===== src/rtl/counter_wrap_monitor.sv =====
// Wrap-event monitor for the 8-bit up/down counter: classifies wraps, keeps saturating tallies
// and runs an armed window that raises a sticky interrupt at a programmable wrap limit.
module counter_wrap_monitor #(
  parameter int CNT_W = 16
) (
  input  logic             clk,
  input  logic             rst,
  input  logic [7:0]       count_in,
  input  logic             overflow_in,
  input  logic             arm,
  input  logic             disarm,
  input  logic             ack,
  input  logic [CNT_W-1:0] limit,
  output logic [CNT_W-1:0] up_wraps,
  output logic [CNT_W-1:0] down_wraps,
  output logic [CNT_W-1:0] window_wraps,
  output logic             irq,
  output logic [1:0]       state,
  output logic             sat
);

  typedef enum logic [1:0] {
    IDLE  = 2'd0,
    ARMED = 2'd1,
    FIRED = 2'd2,
    RSVD  = 2'd3
  } state_t;

  localparam logic [CNT_W-1:0] MAX = '1;

  state_t           st;
  state_t           cur_st;
  state_t           nxt_st;
  logic             ovf_d;
  logic             primed;
  logic             evt;
  logic             up_evt;
  logic             dn_evt;
  logic             clr;
  logic             win_inc;
  logic             up_full;
  logic             dn_full;
  logic             win_full;
  logic [CNT_W-1:0] up_base;
  logic [CNT_W-1:0] dn_base;
  logic [CNT_W-1:0] win_base;
  logic [CNT_W-1:0] nxt_up;
  logic [CNT_W-1:0] nxt_dn;
  logic [CNT_W-1:0] nxt_win;
  logic             nxt_sat;

  assign state = st;

  // primed masks the first clock after reset so a level already high at release is not an event
  always_comb begin
    evt    = primed & overflow_in & ~ovf_d;
    up_evt = evt & (count_in == 8'h00);
    dn_evt = evt & (count_in == 8'hFF);
    cur_st = (st == ARMED || st == FIRED) ? st : IDLE;
    clr    = ~disarm & arm & (cur_st == IDLE);

    up_base = clr ? '0 : up_wraps;
    dn_base = clr ? '0 : down_wraps;
    up_full = up_evt & (up_base == MAX);
    dn_full = dn_evt & (dn_base == MAX);
    nxt_up  = (up_evt && !up_full) ? up_base + CNT_W'(1) : up_base;
    nxt_dn  = (dn_evt && !dn_full) ? dn_base + CNT_W'(1) : dn_base;

    nxt_st   = cur_st;
    win_base = window_wraps;
    win_inc  = 1'b0;
    if (disarm) begin
      nxt_st = IDLE;
    end else begin
      case (cur_st)
        IDLE: begin
          if (arm) begin
            nxt_st   = ARMED;
            win_base = '0;
            win_inc  = up_evt | dn_evt;
          end
        end
        ARMED: win_inc = up_evt | dn_evt;
        FIRED: begin
          if (ack) begin
            nxt_st   = ARMED;
            win_base = '0;
            win_inc  = up_evt | dn_evt;
          end
        end
        default: nxt_st = IDLE;
      endcase
    end

    win_full = win_inc & (win_base == MAX);
    nxt_win  = (win_inc && !win_full) ? win_base + CNT_W'(1) : win_base;
    if (win_inc && (limit != '0) && (nxt_win >= limit)) begin
      nxt_st = FIRED;
    end

    nxt_sat = (clr ? 1'b0 : sat) | up_full | dn_full | win_full;
  end

  always_ff @(posedge clk or posedge rst) begin
    if (rst) begin
      st           <= IDLE;
      ovf_d        <= 1'b0;
      primed       <= 1'b0;
      up_wraps     <= '0;
      down_wraps   <= '0;
      window_wraps <= '0;
      irq          <= 1'b0;
      sat          <= 1'b0;
    end else begin
      st           <= nxt_st;
      ovf_d        <= overflow_in;
      primed       <= 1'b1;
      up_wraps     <= nxt_up;
      down_wraps   <= nxt_dn;
      window_wraps <= nxt_win;
      irq          <= (nxt_st == FIRED);
      sat          <= nxt_sat;
    end
  end

endmodule


===== config.mk =====
export PLATFORM = sky130hd
export DESIGN_NAME = counter_wrap_monitor
export DESIGN_NICKNAME = d
export VERILOG_FILES = /design/src/rtl/counter_wrap_monitor.sv
export SDC_FILE = /design/constraint.sdc
export NUM_CORES = 1
export LEC_CHECK = 0
export BUFFER_PORTS_ARGS = -buffer_cell sky130_fd_sc_hd__buf_2
export CORE_MARGIN = 2
export CORE_UTILIZATION = 55
export DETAILED_ROUTE_END_ITERATION = 7
export GPL_TIMING_DRIVEN = 0
export PLACE_DENSITY = 0.81
export SETUP_SLACK_MARGIN = 0.1
export SLEW_MARGIN = 20
export SYNTH_ARGS = -nofsm -noshare
export SYNTH_HDL_FRONTEND = slang
export SYNTH_SLANG_ARGS = --single-unit

===== constraint.sdc =====
create_clock -name clk -period 9 [get_ports clk]
set_clock_uncertainty 0.2 [all_clocks]
set_input_delay 0.9 -clock clk [delete_from_list [all_inputs] [get_ports clk]]
set_output_delay 0.9 -clock clk [all_outputs]
set_load 0.05 [all_outputs]

==> out/metrics.csv, run 1 <==
metric,value,unit
r2r_cells,18,
yosysTopAreaCellShare,37.7,%
clock_path_buffers,2,
synth-seq-cells,54,
route.detailed.drc,0,
use_met3,3.74,%
grt_pass1_vias,3337,
cts_resized,0,
setup_tns,0,ns
crit_end,state[0]$_DFF_PP0_,
syn_to_final_growth,17.5,%
die_w,84.7,um
synth.yosys.seq_area_share,37.7,%
design_area,4210,sq um
grt_pass1_wl,15500,um
globalRouteTotalUtil,26.1,%
status,"complete, no violations",
grt_use_met2,42.3,%
num_vias,3501,
top_usage_layer,met2,
io_buffers,81,
slew_headroom,52.9,%
drv_slew,0,
hold_violations,0,
min_path_type,reg2reg,
drt-initial-drc-count,265,
insertion_delay,0.32,ns
rsz0062_at_grt,false,
finalSetupViolations,0,
crit_type,reg2reg,
cts_tree,built,
ys_dominant_reg_cell,dfrtp_1,
vias_per_cell,6.25,
overflow,0,
syn_area,3580,sq um
cp-startpoint,state[0]$_DFF_PP0_,
place_area,4090,sq um
cap_violations,0,
fin_crit_sh,50.3,%
firstDrtPassIters,5,
grt_max_degree,55,
fp-row-count,29,
drt-total-wl,9220,um
wire_per_inst,16.5,um
leakagePower,2.00,nW
cts_max_level,2,
die_y,84.7,um
syn_inst,394,
fill_cells,536,
start_util,56.7,%
worstPathRequired,9.01,ns
synth_area_leaders,"dfrtp_1, ha_1, nand2_1, a21oi_1, nand4_1",
ios,82,
ant_nets,0,
r2r_setup_slack,4.47,ns
root_buffer,clkbuf_8,
antenna_found_initial,0,
drive_above_1_share,22.8,%
timing.critical_path.from_type,flop,
crit_path_max_fanout,9,
total_power,0.455,mW
syn_nets,446,
worstPathArrival,4.54,ns
cts_sinks,54,
avgSynthCellArea,9.09,sq um
mostFrequentLayoutCells,"buf_2, dfrtp_1, nand2_1",
diodes,0,
hpwl,6890,um
dieArea,7170,sq um
peakVddDrop,69.4,uV
rr_startpoint,state[0]$_DFF_PP0_,
reg2reg_to,state[0]$_DFF_PP0_,
clk_pin_slew_worst_paths,0.10,ns
cp-end-kind,flop,
fmax,0.221,GHz
yosys.area.top_type,dfrtp_1,
cts_buffers,5,
synth.distinct_cells,53,
synth_edf_count,0,
mostFrequentLayoutCell,buf_2,
fin_crit,4.53,ns
fin_nets,534,
power.density,108,nW/um^2
gp_congestion,0.916,
ys_warn_count,0,
worst_pin_slew,0.703,ns
post-cts-setup-buffers,0,
async_flop_share,100,%
grtUsageMet1,35.7,%
core-area,6310,sq um
cts_hold_buf,0,
[where the power goes]
group / total [mW] / internal [mW] / switching (mW)
clock network: 0.172 / 0.0845 / 0.0880
registers: 0.244 / 0.243 / 0.000568
logic: 0.0387 / 0.0124 / 0.0264
[state kept, by name (all words and copies together), names as in the netlist]
signal and flops:
primed 1, down_wraps 16, irq 1, up_wraps 16, window_wraps 16, state 2
sat 1, ovf_d 1
[worst max-delay path: stages, from the launching register on]
cell and delay [ns]:
dfrtp_1 0.40, inv_1 0.08, ha_1 0.34, nand2b_1 0.10, nand3_1 0.31, nand2_1 0.15
inv_1 0.12, ha_1 0.21, inv_1 0.05, a311oi_1 0.36, o2111ai_2 0.34, or4_1 0.48
a21oi_1 0.24, ha_1 0.18, nand4_1 0.13, nor2_1 0.13, o2111ai_1 0.12, o211a_1 0.26
o211a_1 0.23
[stage by stage]
step                std cells  hold slack (ns)  setup WS [ns]  utilization (%)
floorplan                 394            0.562           4.78                -
global placement          552            0.343           4.27             64.7
detailed placement        552            0.358           4.19             64.7
CTS                       560            0.374           4.50             66.6
global route              560            0.413           4.14             66.6
finish                    560            0.375           4.47             66.6
[cell type report]
class                           count  area, sq um  share of cell area, %
Multi-Input combinational cell    309         2110                   50.1
Sequential cell                    54         1350                   32.1
Timing Repair Buffer               81          405                   9.63
Tap cell                           77         96.3                   2.29
Inverter                           24         92.6                   2.20
Clock buffer                        5         68.8                   1.64
Clock inverter                      3         47.5                   1.13
Buffer                              7         36.3                  0.862
[cell usage after synthesis, types with 4 or more instances]
library cell  number
nor3_1             9
and3_1             5
nand2b_1           9
nor4_1            11
o31ai_1           10
and2_1             9
dfrtp_1           54
mux2i_1            4
clkbuf_1           4
nand2_1           39
or3_1             10
xnor2_1           11
or4_1             11
xor2_1             6
a211oi_1           6
nor2_1            22
nand3_1           14
and4_1            11
inv_1             24
o21ai_0            9
a31oi_1            4
a21oi_1           26
nand4_1           19
ha_1              22
[worst min-delay path by stage]
stage | start | end | slack, ns | depth (start not counted)
finish | down_wraps[13]$_DFF_PP0_ | down_wraps[13]$_DFF_PP0_ | 0.38 | 1
detailed placement | down_wraps[13]$_DFF_PP0_ | down_wraps[13]$_DFF_PP0_ | 0.36 | 1
floorplan | ovf_d$_DFF_PP0_ | down_wraps[4]$_DFF_PP0_ | 0.56 | 4
global placement | down_wraps[7]$_DFF_PP0_ | down_wraps[7]$_DFF_PP0_ | 0.34 | 2
global route | down_wraps[13]$_DFF_PP0_ | down_wraps[13]$_DFF_PP0_ | 0.41 | 1
CTS | down_wraps[13]$_DFF_PP0_ | down_wraps[13]$_DFF_PP0_ | 0.37 | 1
[kinds of logic (layout without fill, tap and decap cells)]
logic type,after synthesis,count (layout),synth area share [%]
mux,7,7,2.06
buf+inv,31,120,3.53
other cells,1,1,0.105
xor+xnor,17,17,4.16
compound gates,76,76,14.3
fa+ha+maj,22,22,7.68
flops,54,54,37.7
simple gates,186,186,30.5
[per-layer routing]
metal,up-vias,wire length (um)
li1,1662,-
met1,1700,4150
met2,124,4400
met3,15,553
met4,0,120
met5,-,0
Note: power is estimated with default switching activity, not from simulation.
==> inputs of run 2 (changes only) <==
- CORE_UTILIZATION: 55 -> 49
- PLACE_DENSITY: 0.81 -> 0.76
- clock period: 9 -> 3.9 ns (I/O delays scaled with it)
==> out/metrics.csv, run 2 (same netlist as run 1, synthesis figures left out) <==
metric,value,unit
status,"complete, but fails checks",
violations,hold timing,
slew_headroom,25.6,%
die_w,89.5,um
fin_hold_ws,-0.0178,ns
rr_startpoint,state[0]$_DFF_PP0_,
finalSetupViolations,0,
cts_max_level,2,
cp-end-kind,flop,
drv_slew,0,
reg2reg_to,state[0]$_DFF_PP0_,
globalRouteTotalUtil,25.3,%
die_y,89.5,um
place_area,4200,sq um
insertion_delay,0.31,ns
fin_nets,551,
cp_num_cells,18,
cts_buffers,5,
clock_path_buffers,2,
diodes,0,
cap_violations,0,
worstPathArrival,3.77,ns
fin_crit,3.77,ns
start_util,49.9,%
grt_pass1_vias,3371,
syn_to_final_growth,27.8,%
crit_end,state[0]$_DFF_PP0_,
ios,82,
io_buffers,81,
dieArea,8010,sq um
fmax,0.265,GHz
hpwl,6980,um
mostFrequentLayoutCell,buf_2,
clk_pin_slew_worst_paths,0.10,ns
crit_family,simple AND/OR/NAND/NOR gates,
r2r_cells,18,
root_buffer,clkbuf_8,
crit_type,reg2reg,
worstPathRequired,3.90,ns
core-area,7180,sq um
overflow,0,
worst_pin_slew,1.11,ns
rsz0062_at_grt,true,
fp-row-count,31,
cp.buffers_inverters,3,
cp_slowest_cell,or4_1,
cts_tree,built,
num_vias,3580,
firstDrtPassIters,5,
ant_nets,0,
post-place-ws,-0.209,ns
antenna_found_initial,0,
fin_crit_sh,96.7,%
mostFrequentLayoutCells,"buf_2, dfrtp_1, nand2_1",
cpPeakStageDelay,0.50,ns
gp_congestion,0.899,
cp-startpoint,state[0]$_DFF_PP0_,
route.detailed.drc,0,
timing.critical_path.from_type,flop,
drt-initial-drc-count,308,
grt_max_degree,55,
drt-total-wl,9750,um
vias_per_cell,5.98,
crit_path_max_fanout,5,
peakVddDrop,133,uV
top_regs,"down_wraps: 16 flops, up_wraps: 16 flops, window_wraps: 16 flops",
setup_tns,0,ns
r2r_setup_slack,0.13,ns
grt_pass1_wl,15900,um
min_path_type,in2async,
hold_violations,39,
drive_above_1_share,31.4,%
wire_per_inst,16.3,um
cts_sinks,54,
power.density,230,nW/um^2
path_cells,buf_4 -> ha_4 -> nor2_4 -> nand3_4 -> and2_4 -> ha_4 -> inv_2 -> a311oi_4 -> and2_4 -> buf_4 -> or4_1 -> a21oi_2 -> ha_1 -> nand4_1 -> nor2_1 -> o2111ai_1 -> o211a_1 -> o211a_1,
leakagePower,2.10,nW
setup_slack,0.130,ns
design_area,4580,sq um
## run 2: area by class of cell
cell class	instances	area, sq um
fill	572	2600
multi-input combinational	309	2320
sequential	54	1350
timing repair buffer	98	541
tap	99	124
inverter	24	92.6
clock buffer	6	72.6
buffer	7	42.5
clock inverter	2	37.5
## run 2: how the worst min path moves through the flow
stage	start	endpoint	slack, ns	cells after the start
3_5_place_dp	overflow_in	ovf_d$_DFF_PP0_	0.33	1
2_1_floorplan	overflow_in	ovf_d$_DFF_PP0_	0.22	0
5_1_grt	overflow_in	ovf_d$_DFF_PP0_	0.02	1
3_3_place_gp	overflow_in	ovf_d$_DFF_PP0_	0.33	1
6_report	rst	window_wraps[1]$_DFF_PP0_	-0.02	2
4_1_cts	rst	up_wraps[2]$_DFF_PP0_	0.01	2
## run 2: repair_timing
item                       in CTS  in global routing
hold buffers                    0                  0
gates resized for setup        16                 15
buffers inserted               12                  5
setup endpoints to repair       3                  3
pin swaps                      15                 20
cloned                          0                  0
## run 2: per-layer routing
layer	GRT usage [%]	routed length, um	vias up
met1	33.9	4130	1718
met5	0	0	-
li1	-	-	1688
met4	8.96	255	0
met3	3.60	612	26
met2	42.0	4760	148
## run 2: per-stage QoR
stage | cells | hold WS, ns | util [%] | power (mW)
2_1_floorplan | 394 | 0.221 | - | 0.632
3_3_place_gp | 574 | 0.328 | 58.4 | 0.667
3_5_place_dp | 574 | 0.334 | 58.5 | 0.671
4_1_cts | 594 | 0.00958 | 62.6 | 1.06
5_1_grt | 599 | 0.0153 | 63.8 | 1.09
6_report | 599 | -0.0178 | 63.8 | 1.05
## run 2: report_power, final
part | total, mW | leakage, nW | internal [mW] | switching [mW]
clock | 0.382 | 0.0514 | 0.192 | 0.191
combinational | 0.109 | 1.31 | 0.0406 | 0.0688
sequential | 0.563 | 0.746 | 0.562 | 0.00102
total | 1.05 | 2.10 | 0.794 | 0.260
==> inputs of run 3 (changes only) <==
- CELL_PAD_IN_SITES_DETAIL_PLACEMENT: unset -> 0
- CELL_PAD_IN_SITES_GLOBAL_PLACEMENT: unset -> 1
- CORE_UTILIZATION: 49 -> 37
- PLACE_DENSITY: 0.76 -> unset
- PLACE_DENSITY_LB_ADDON: unset -> 0.1
==> out/metrics.csv, run 3 (same netlist as run 1, synthesis figures left out) <==
metric,value,unit
power.density,228,nW/um^2
clk_pin_slew_worst_paths,0.11,ns
ant_nets,0,
top_regs,"down_wraps: 16 flops, up_wraps: 16 flops, window_wraps: 16 flops",
mostFrequentLayoutCells,"buf_2, dfrtp_1, nand2_1",
gp_congestion,0.773,
io_buffers,81,
rsz0062_at_grt,true,
slew_headroom,26.7,%
root_buffer,clkbuf_8,
wire_per_inst,16.3,um
die_y,102,um
grt_max_degree,30,
mostFrequentLayoutCell,buf_2,
cts_buffers,5,
peakVddDrop,206,uV
clock_path_buffers,2,
insertion_delay,0.32,ns
cts_sinks,54,
fp-row-count,35,
dieArea,10500,sq um
antenna_found_initial,0,
drive_above_1_share,32.5,%
fmax,0.262,GHz
fin_nets,559,
drt-initial-drc-count,105,
hold_violations,0,
setup_tns,0,ns
worstPathArrival,3.81,ns
overflow,0,
min_path_type,in2reg,
grt_pass1_vias,3413,
globalRouteTotalUtil,20.8,%
route.detailed.drc,0,
die_w,102,um
fin_crit_sh,97.7,%
drv_slew,0,
start_util,38.4,%
core-area,9330,sq um
firstDrtPassIters,4,
leakagePower,2.15,nW
hpwl,7610,um
crit_path_max_fanout,6,
worst_pin_slew,1.09,ns
worstPathRequired,3.90,ns
drt-total-wl,10400,um
fill_cells,906,
num_vias,3492,
cp-end-kind,flop,
vias_per_cell,5.49,
grt_pass1_wl,17200,um
timing.critical_path.from_type,flop,
finalSetupViolations,0,
crit_type,reg2reg,
cap_violations,0,
diodes,0,
fin_crit,3.81,ns
total_power,1.08,mW
cts_tree,built,
cts_max_level,2,
status,"complete, no violations",
syn_to_final_growth,31.7,%
ios,82,
==> run 3: changes by cell type in the layout (fill, tap and decap cells not counted), sizes merged <==
| cell | change |
|---|---|
| buf | +7 |
| clkbuf | -1 |
| clkinv | +1 |
| clkinvlp | -1 |
| dlygate4sd3 | +1 |
==> run 3: cell type report <==
type,instances,area (sq um),share of cell area (%)
well taps,129,161,3.42
plain buffers,7,38.8,0.822
clock inverters,2,38.8,0.822
repair buffers,106,619,13.1
flip-flops and latches,54,1350,28.7
clock buffers,5,68.8,1.46
inverters,24,92.6,1.96
multi-input cells,309,2350,49.7
==> run 3: power breakdown <==
part / total, mW / internal, mW / leakage [nW] / switching, mW
logic: 0.125 / 0.0503 / 1.35 / 0.0746
clock network: 0.390 / 0.190 / 0.0542 / 0.200
registers: 0.563 / 0.562 / 0.746 / 0.00105
==> run 3: path summary, 6_finish.rpt <==
path | startpoint | endpoint | slack [ns] | depth (start not counted)
worst max-delay path | state[1]$_DFF_PP0_ | state[0]$_DFF_PP0_ | 0.09 | 19
worst min-delay path | overflow_in | ovf_d$_DFF_PP0_ | 0.03 | 1
worst max register to register | state[1]$_DFF_PP0_ | state[0]$_DFF_PP0_ | 0.09 | 19
worst min register to register | up_wraps[7]$_DFF_PP0_ | up_wraps[7]$_DFF_PP0_ | 0.38 | 2
max in group asynchronous | rst | state[0]$_DFF_PP0_ | 2.61 | 4
min in group asynchronous | rst | window_wraps[12]$_DFF_PP0_ | 0.40 | 3
==> run 3: critical path, cell delays in order (launching register included) <==
cell	delay, ns
dfrtp_2	0.45
ha_4	0.29
nand2b_4	0.06
nand3_4	0.09
buf_4	0.12
buf_4	0.09
buf_4	0.10
buf_4	0.10
buf_4	0.09
buf_4	0.10
buf_6	0.11
nand4b_1	0.17
or4_4	0.54
a21oi_4	0.18
ha_4	0.15
nand4_1	0.13
nor2_1	0.13
o2111ai_1	0.10
o211a_1	0.27
o211a_1	0.21
==> run 3: repair_timing <==
item	4_1_cts	5_1_grt
setup endpoints to repair	3	4
resized for setup	16	16
endpoints found under the hold margin	25	0
hold buffers	1	0
pin swaps	19	16
setup buffers	21	3
==> run 3: layer usage <==
layer  wire length (um)  GRT usage, %  vias up
li1                   -             -     1712
met1               4720          27.2     1679
met2               5090          35.6       87
met3                401          3.35       14
met4                161          5.74        0
met5                  0             0        -
==> run 3: metrics by stage <==
step / hold slack, ns / cells / utilization, % / setup WS [ns] / instance area, sq um
finish: 0.0345 / 636 / 50.6 / 0.0884 / 4720
global route: 0.00978 / 636 / 50.6 / -0.0849 / 4720
CTS: 0.0219 / 634 / 49.3 / 0.0199 / 4600
detailed placement: 0.207 / 605 / 45.6 / -0.297 / 4250
global placement: 0.347 / 604 / 45.3 / -0.227 / 4230
floorplan: 0.221 / 394 / - / 0.0787 / 3660
